**config.mk**
```make
export PLATFORM = sky130hd
export DESIGN_NAME = dbus_demux_1x2
export DESIGN_NICKNAME = d
export VERILOG_FILES = /design/src/rtl/dbus_demux_1x2.sv
export SDC_FILE = /design/constraint.sdc
export NUM_CORES = 1
export LEC_CHECK = 0
export CAP_MARGIN = 5
export CORE_AREA = 2 2 137 139
export CTS_CLUSTER_SIZE = 25
export DETAILED_ROUTE_END_ITERATION = 8
export DIE_AREA = 0 0 139 141
export PLACE_DENSITY = 0.75
export SYNTH_ARGS = -nofsm -noshare
export SYNTH_HDL_FRONTEND = slang
export SYNTH_SLANG_ARGS = --single-unit
```
**constraint.sdc**
```tcl
create_clock -name clk -period 16.7 [get_ports clk]
set_input_delay 2.505 -clock clk [delete_from_list [all_inputs] [get_ports clk]]
set_output_delay 2.505 -clock clk [all_outputs]
set_load 0.03 [all_outputs]
```
**src/rtl/dbus_demux_1x2.sv**
```systemverilog
`default_nettype none
// dbus_demux_1x2: single-outstanding data-bus demux, port 0 = data RAM, port 1 = MMIO.
// Optional macro DBUS_TIMEOUT_EN adds an ISSUE/WAIT timeout that returns an error response.
module dbus_demux_1x2 #(
  parameter logic [31:0] MMIO_BASE = 32'h1000_0000,
  parameter logic [31:0] MMIO_MASK = 32'hF000_0000,
  parameter logic [7:0]  TIMEOUT   = 8'd16
) (
  input  logic        clk,
  input  logic        reset,
  input  logic        req_valid,
  output logic        req_ready,
  input  logic        req_we,
  input  logic [31:0] req_addr,
  input  logic [31:0] req_wdata,
  input  logic [3:0]  req_be,
  output logic        rsp_valid,
  output logic [31:0] rsp_rdata,
  output logic        rsp_err,
  output logic        p0_valid,
  input  logic        p0_ready,
  output logic        p0_we,
  output logic [31:0] p0_addr,
  output logic [31:0] p0_wdata,
  output logic [3:0]  p0_be,
  input  logic        p0_rvalid,
  input  logic [31:0] p0_rdata,
  output logic        p1_valid,
  input  logic        p1_ready,
  output logic        p1_we,
  output logic [31:0] p1_addr,
  output logic [31:0] p1_wdata,
  output logic [3:0]  p1_be,
  input  logic        p1_rvalid,
  input  logic [31:0] p1_rdata
);

  typedef enum logic [1:0] {
    S_IDLE  = 2'd0,
    S_ISSUE = 2'd1,
    S_WAIT  = 2'd2,
    S_RESP  = 2'd3
  } state_t;

  state_t      r_state;
  state_t      w_state_next;
  logic        r_sel;
  logic        r_we;
  logic        w_sel;
  logic        w_accept;
  logic        w_ready;
  logic        w_rvalid;
  logic [31:0] w_rdata;
  logic        w_tmo;
  logic        w_issue_adv;
  logic        w_complete;
  logic        w_abort;

  assign w_sel     = ((req_addr & MMIO_MASK) == (MMIO_BASE & MMIO_MASK));
  assign req_ready = (r_state == S_IDLE);
  assign w_accept  = req_ready && req_valid;

  // Only the latched target's handshakes matter; the other port is ignored.
  assign w_ready  = r_sel ? p1_ready  : p0_ready;
  assign w_rvalid = r_sel ? p1_rvalid : p0_rvalid;
  assign w_rdata  = r_sel ? p1_rdata  : p0_rdata;

  assign w_issue_adv = (r_state == S_ISSUE) && w_ready && !r_we;
  assign w_complete  = ((r_state == S_ISSUE) && w_ready && r_we) ||
                       ((r_state == S_WAIT) && w_rvalid);
  assign w_abort     = w_tmo && !w_complete && !w_issue_adv;

`ifdef DBUS_TIMEOUT_EN
  logic [7:0] r_tmo_cnt;

  always_ff @(posedge clk or posedge reset) begin
    if (reset) begin
      r_tmo_cnt <= 8'd0;
    end else if (w_accept) begin
      r_tmo_cnt <= 8'd0;
    end else if ((r_state == S_ISSUE) || (r_state == S_WAIT)) begin
      r_tmo_cnt <= r_tmo_cnt + 8'd1;
    end
  end

  // Fires in the TIMEOUT-th cycle spent in ISSUE+WAIT.
  assign w_tmo = ((r_state == S_ISSUE) || (r_state == S_WAIT)) &&
                 (r_tmo_cnt >= (TIMEOUT - 8'd1));
`else
  logic w_unused_tmo;
  assign w_unused_tmo = ^TIMEOUT;
  assign w_tmo        = 1'b0;
`endif

  always_ff @(posedge clk or posedge reset) begin
    if (reset) begin
      r_state <= S_IDLE;
    end else begin
      r_state <= w_state_next;
    end
  end

  always_comb begin
    w_state_next = r_state;
    case (r_state)
      S_IDLE:  if (req_valid) w_state_next = S_ISSUE;
      S_ISSUE: begin
        if (w_ready) begin
          w_state_next = r_we ? S_RESP : S_WAIT;
        end else if (w_tmo) begin
          w_state_next = S_RESP;
        end
      end
      S_WAIT:  if (w_rvalid || w_tmo) w_state_next = S_RESP;
      S_RESP:  w_state_next = S_IDLE;
      default: w_state_next = S_IDLE;
    endcase
  end

  always_ff @(posedge clk or posedge reset) begin
    if (reset) begin
      r_sel     <= 1'b0;
      r_we      <= 1'b0;
      p0_valid  <= 1'b0;
      p0_we     <= 1'b0;
      p0_addr   <= '0;
      p0_wdata  <= '0;
      p0_be     <= '0;
      p1_valid  <= 1'b0;
      p1_we     <= 1'b0;
      p1_addr   <= '0;
      p1_wdata  <= '0;
      p1_be     <= '0;
      rsp_valid <= 1'b0;
      rsp_rdata <= '0;
      rsp_err   <= 1'b0;
    end else begin
      rsp_valid <= 1'b0;
      rsp_rdata <= '0;
      rsp_err   <= 1'b0;
      if (w_accept) begin
        r_sel    <= w_sel;
        r_we     <= req_we;
        p0_valid <= ~w_sel;
        p0_we    <= ~w_sel & req_we;
        p0_addr  <= w_sel ? '0 : req_addr;
        p0_wdata <= w_sel ? '0 : req_wdata;
        p0_be    <= w_sel ? '0 : req_be;
        p1_valid <= w_sel;
        p1_we    <= w_sel & req_we;
        p1_addr  <= w_sel ? req_addr  : '0;
        p1_wdata <= w_sel ? req_wdata : '0;
        p1_be    <= w_sel ? req_be    : '0;
      end
      if (w_issue_adv) begin
        p0_valid <= 1'b0;
        p1_valid <= 1'b0;
      end
      // Request fields are released once the transaction finishes or aborts.
      if (w_complete || w_abort) begin
        p0_valid <= 1'b0;
        p0_we    <= 1'b0;
        p0_addr  <= '0;
        p0_wdata <= '0;
        p0_be    <= '0;
        p1_valid <= 1'b0;
        p1_we    <= 1'b0;
        p1_addr  <= '0;
        p1_wdata <= '0;
        p1_be    <= '0;
      end
      if (w_complete) begin
        rsp_valid <= 1'b1;
        rsp_rdata <= r_we ? 32'h0 : w_rdata;
      end else if (w_abort) begin
        rsp_valid <= 1'b1;
        rsp_err   <= 1'b1;
        rsp_rdata <= 32'hDEAD_BEEF;
      end
    end
  end

endmodule
`default_nettype wire
```
==> results of run 1 <==
[state kept, by name (all words and copies together) (netlist names)]
signal	cells
p0_wdata	32
p0_be	4
r_we	1
rsp_rdata	32
r_sel	1
p0_we	1
p1_be	4
r_state	2
p0_addr	32
p1_addr	32
p0_valid	1
p1_wdata	32
p1_valid	1
rsp_valid	1
p1_we	1
[layout make-up]
type	instances	area (um2)
fillers	1564	7345
flip-flops and latches	177	4431
repair buffers	319	3178
well taps	234	292.8
multi-input cells	376	2401
clock buffers	20	446.7
clock inverters	11	153.9
inverters	4	20.02
[synthesized netlist by cell type]
| library cell | count | share of area (%) |
|---|---|---|
| dfrtp_1 | 177 | 62 |
| nor2_1 | 146 | 7.7 |
| a22oi_1 | 109 | 11 |
| mux2i_1 | 34 | 4.8 |
| clkbuf_1 | 21 | 1.1 |
| a22oi_2 | 20 | 3.5 |
| nor2_2 | 20 | 1.8 |
| buf_2 | 14 | 0.98 |
| buf_4 | 13 | 1.4 |
| nand2_1 | 12 | 0.63 |
| a21oi_1 | 8 | 0.56 |
| ha_1 | 4 | 0.70 |
| inv_1 | 4 | 0.21 |
| nand2b_1 | 3 | 0.26 |
| nor3b_1 | 3 | 0.32 |
| o21ai_0 | 3 | 0.21 |
| buf_12 | 2 | 0.56 |
| buf_6 | 2 | 0.32 |
| nand3_1 | 2 | 0.14 |
| a21o_1 | 1 | 0.11 |
| a221oi_1 | 1 | 0.12 |
| a31oi_1 | 1 | 0.088 |
| and2_1 | 1 | 0.088 |
| buf_1 | 1 | 0.053 |
| conb_1 | 1 | 0.053 |
| nor2_4 | 1 | 0.16 |
| nor2b_1 | 1 | 0.088 |
| nor3_1 | 1 | 0.070 |
| nor4b_1 | 1 | 0.12 |
| o21ai_2 | 1 | 0.12 |
| o22a_1 | 1 | 0.12 |
| or4b_4 | 1 | 0.19 |
[layer usage]
metal | track usage [%] | share of wire, %
met5 | 0 | 0
met4 | 7.549 | 2.4
met2 | 35.16 | 52
met3 | 6.454 | 7.1
met1 | 24.41 | 39
[where the power goes]
part | switching [mW] | internal [mW] | total, mW
Clock | 0.167 | 0.241 | 0.408
Sequential | 0.0593 | 0.523 | 0.583
Combinational | 0.416 | 0.272 | 0.688
[path summary, 6_finish.rpt]
kind | startpoint | slack, ns | cells after the start | end
min in group asynchronous | reset | 2.68 | 2 | p0_wdata[11]
worst max register to register | r_sel | 13.05 | 6 | p0_be[3]
max in group asynchronous | reset | 12.48 | 3 | r_sel
worst min register to register | p1_we | 0.53 | 2 | p1_we
worst max-delay path | p0_ready | 11.64 | 7 | p0_be[3]
worst min-delay path | p1_we | 0.53 | 2 | p1_we
[worst min-delay path, stage by stage, from the launching register on]
cell and delay [ns]:
dfrtp_1 0.37, nand2_1 0.06, a21oi_1 0.05
[through the flow]
| step | setup WS, ns | utilization, % | std cells | power, mW | hold slack (ns) |
|---|---|---|---|---|---|
| after CTS | 11.62 | 59.79 | 1141 | 1.697 | 0.5276 |
| after floorplan | 9.393 | - | 610 | 1.005 | 0.5316 |
| final | 11.64 | 59.79 | 1141 | 1.678 | 0.5254 |
| after global routing | 11.45 | 59.79 | 1141 | 1.763 | 0.5557 |
| after global placement | 11.25 | 56.51 | 1110 | 1.275 | 0.4961 |
| after detailed placement | 11.17 | 56.51 | 1110 | 1.284 | 0.5141 |
[logic make-up after synthesis]
logic type	after synthesis	share of synthesized area (%)
fa+ha+maj	4	0.7014
simple gates	192	11.50
mux	34	4.769
other cells	1	0.05255
compound gates	145	16.31
flops	177	62.07
buf+inv	57	4.594
==> metrics.txt, run 1 <==
delay-heaviest family, CP=buffers and inverters; Final Hold Fails=0; P_leak=4.710 nW; count of cell types in the netlist=32; IO Count=315; H-tree levels=4; GRT Total Usage=20.51%; slowest CP cell=buf_4; Via Count=5771; Routed WL per cell=17.72 um; drt pass-1 iters=5; number of global-route vias before repair=5879; Power Dens Cells=153.6 nW/um2; Antenna Nets Post-Route=0; Design Area, Final=10920 um2; Total Wirelength=20220 um; outcome=finished, final reports clean; Final Wtd Congestion=0.7667; Post CTS Setup Buffer Count=0; crit end category=flip-flop; synth warn=0; worst slew pin tran=1.164 ns; Overflow after GRT=0; Max VDD drop=0.00009524 V; commonest non-fill, non-tap cell in the layout=clkdlybuf4s50_1; post_cts resized=0; Crit path top cell by count=buf_4; worst hold-check path type=reg -> reg; Worst EP required=16.96 ns; cells along the critical path=clkdlybuf4s50_1 > mux2i_1 > nand2b_1 > o21ai_4 > buf_4 > buf_4 > nor2_1; Rows=50; Die X=139 um; clock-pin slew on the worst setup and hold paths=0.06 ns; PortBufs=313; CP Max Fanout=74; initial antenna violation count=0; Max Clock Freq=197.8 MHz; Syn Area/Cell=11.70 um2; cts hold-fix bufs=0; Mapped Area=7136 um2; Syn Inst Count=610; DRC violations left=0; Max Cap Viol=0; CP max stage delay=0.72 ns; flops & latches, synth=177; fin crit period=5.057 ns; crit path DAT=5.32 ns; Final setup viols=0; Num CTS Buffers=17; placed cell areas=10320 um2; Clock Path Buffers=2; ant diodes=0; Core Box Area=18270 um2; RSZ-0062 raised after global routing=false; final period utilization=30.28%; vias per std cell=5.058; Setup Skew=0.007361 ns; CTS Root Buffer Type=clkbuf_16; Starting Density=39.06%; Post-Route Setup TNS=0 ns; Syn Nets=754; sequential-to-total area share from yosys stat=62.07%; critical path launch point type=input port; DR iter-0 viols=306; Die H=141 um; Slew Viols, Final=0; first-pass GRT wire length=31700 um; Die Area=19600 um2; Worst slew margin=22.43%; pin count of the biggest net entering global routing=111; leading cell types in the layout, fill and taps excluded=clkdlybuf4s50_1 (313), dfrtp_1 (176), nor2_1 (145), a22oi_1 (109), mux2i_1 (34); Syn-to-layout area delta=53.08%; fraction of layout cells with a size suffix above 1=9.041%; DPL Wire Length=13840 um; Nets=1039; clk_lat worst skew=0.42 ns; CP Buf/Inv Count=3; CP Class=in -> reg; TritonCTS clock tree=done; CTS sink count=177
Note: power is estimated with default switching activity, not from simulation.
==> inputs of run 2 (changes only) <==
Clock period 16.7 ns to 4.66 ns, I/O delays scaled along.
==> run 2 against run 1 <==
  * Sequential share of layout area is essentially flat
  * Final area about the same
  * Non-clock buffer count increased by 2
  * Register-to-register slack got worse by 11 ns
  * Clock-buffer cell count fell by 1
  * Combinational power rose to 3.6 times the previous value
  * Critical path depth unchanged
  * Worst hold slack better by 0.0026 ns
  * Flip-flop and latch count unchanged
  * Total power rose to 3.6 times the previous value
  * Setup slack worse by 9.9 ns
  * Critical path type is now reg -> reg
==> metrics.txt, run 2 (synthesis results as in run 1) <==
Clock Path Buffers=2; ant diodes=0; post_cts resized=0; clk_lat worst skew=0.42 ns; Final Hold Fails=0; CP Max Fanout=58; Slew Viols, Final=0; Final setup viols=0; Die X=139 um; final period utilization=61.69%; commonest non-fill, non-tap cell in the layout=clkdlybuf4s50_1; Critical R2R Capture=p0_addr[3]; utilization after layout=59.84%; reg-to-reg slack, setup=1.79 ns; CTS Root Buffer Type=clkbuf_16; Starting Density=39.06%; Power Dens Cells=547.2 nW/um2; worst slew pin tran=0.9534 ns; CP max stage delay=0.68 ns; worst hold-check path type=reg -> reg; H-tree levels=4; Hold Path Cell Cnt=2; GRT Total Usage=20.81%; fin crit period=2.875 ns; Rows=50; placed cell areas=10350 um2; FF-to-FF path depth=7; Via Count=5879; Post CTS Setup Buffer Count=0; Max Cap Viol=0; RSZ-0062 raised after global routing=false; Num CTS Buffers=17; Total Wirelength=20260 um; Syn-to-layout area delta=53.18%; Worst EP required=5.00 ns; Core Box Area=18270 um2; Post-Route Setup TNS=0 ns; crit path DAT=3.22 ns; Pwr Total=5.981 mW; CTS sink count=177; worst hold path startpoint=p0_addr[29]; Worst Hold Path EP=p0_addr[29]; P_leak=4.702 nW; leading cell types in the layout, fill and taps excluded=clkdlybuf4s50_1 (313), dfrtp_1 (176), nor2_1 (145), a22oi_1 (109), mux2i_1 (34); Die Area=19600 um2; Antenna Nets Post-Route=0; Max VDD drop=0.0002747 V; Design Area, Final=10930 um2; Final Wtd Congestion=0.7624; Overflow after GRT=0; Worst slew margin=36.44%; crit end category=flip-flop; slowest CP cell=nor2_4; critical path launch point type=flip-flop; TritonCTS clock tree=done; IO Count=315; DRC violations left=0; first-pass GRT wire length=32290 um; drt pass-1 iters=4; DR iter-0 viols=332; fraction of layout cells with a size suffix above 1=9.341%; R2R Path Start=r_state[0]; Nets=1041; cts hold-fix bufs=0; CP Class=reg -> reg; Setup Skew=0.009715 ns; clock-pin slew on the worst setup and hold paths=0.07 ns; Die H=141 um; outcome=finished, final reports clean; DPL Wire Length=13810 um; Max Clock Freq=347.9 MHz; pin count of the biggest net entering global routing=178; number of fill cells in the layout=1539; cells along the critical path=inv_1 > ha_1 > nand2_4 > nor2_4 > buf_4 > a22oi_1 > nor2_1; vias per std cell=5.139; number of global-route vias before repair=5840; initial antenna violation count=0; worst slack at placement=1.349 ns; final worst-path setup slack=1.785 ns; PortBufs=313; Routed WL per cell=17.71 um
## run 2: area by class of cell
class                           instances  area [um2]  share of cell area [%]
Clock buffer                           19       432.9                   3.961
Sequential cell                       177        4431                   40.53
Inverter                                4       18.77                  0.1717
Timing Repair Buffer                  321        3206                   29.33
Tap cell                              234       292.8                   2.679
Clock inverter                         13       148.9                   1.362
Multi-Input combinational cell        376        2401                   21.97
## run 2: routing by layer
metal / global-route usage, % / up-vias / share of wire (%)
li1: - / 2700 / -
met1: 25.87 / 2915 / 39
met2: 34.72 / 235 / 51
met3: 6.318 / 29 / 7.6
met4: 7.230 / 0 / 2.2
met5: 0 / - / 0
## run 2: critical path, delay by kind of cell, from the launching register on
| family | cells | cell delay, ns |
|---|---|---|
| and+or+nand+nor | 3 | 1.24 |
| buffers and inverters | 2 | 0.69 |
| DFF | 1 | 0.42 |
| adders and majority gates | 1 | 0.27 |
| AOI/OAI and AO/OA | 1 | 0.12 |
## run 2: power breakdown
part           total (mW)  internal, mW  leakage (nW)  switching [mW]
Combinational        2.47         0.975          2.02            1.49
Sequential           2.09          1.88          2.41           0.220
Clock                1.42         0.800         0.275           0.621
Total                5.98          3.65          4.70            2.33
## run 2: worst max path at each step
stage          slack (ns)  cells after the start     endpoint  startpoint
5_1_grt              1.57                      7  p0_wdata[3]  r_state[0]
4_1_cts              1.77                      7  p0_wdata[0]  r_state[0]
3_5_place_dp         1.35                      6  p0_wdata[0]   req_valid
6_report             1.79                      7   p0_addr[3]  r_state[0]
2_1_floorplan        1.69                      1   p0_addr[0]       reset
3_3_place_gp         1.44                      6   p0_addr[1]   req_valid
## run 2: through the flow
step	hold slack (ns)	instances
after CTS	0.5300	1144
after detailed placement	0.5173	1112
after global placement	0.4966	1112
final	0.5280	1144
after global routing	0.5554	1144
after floorplan	0.5316	610
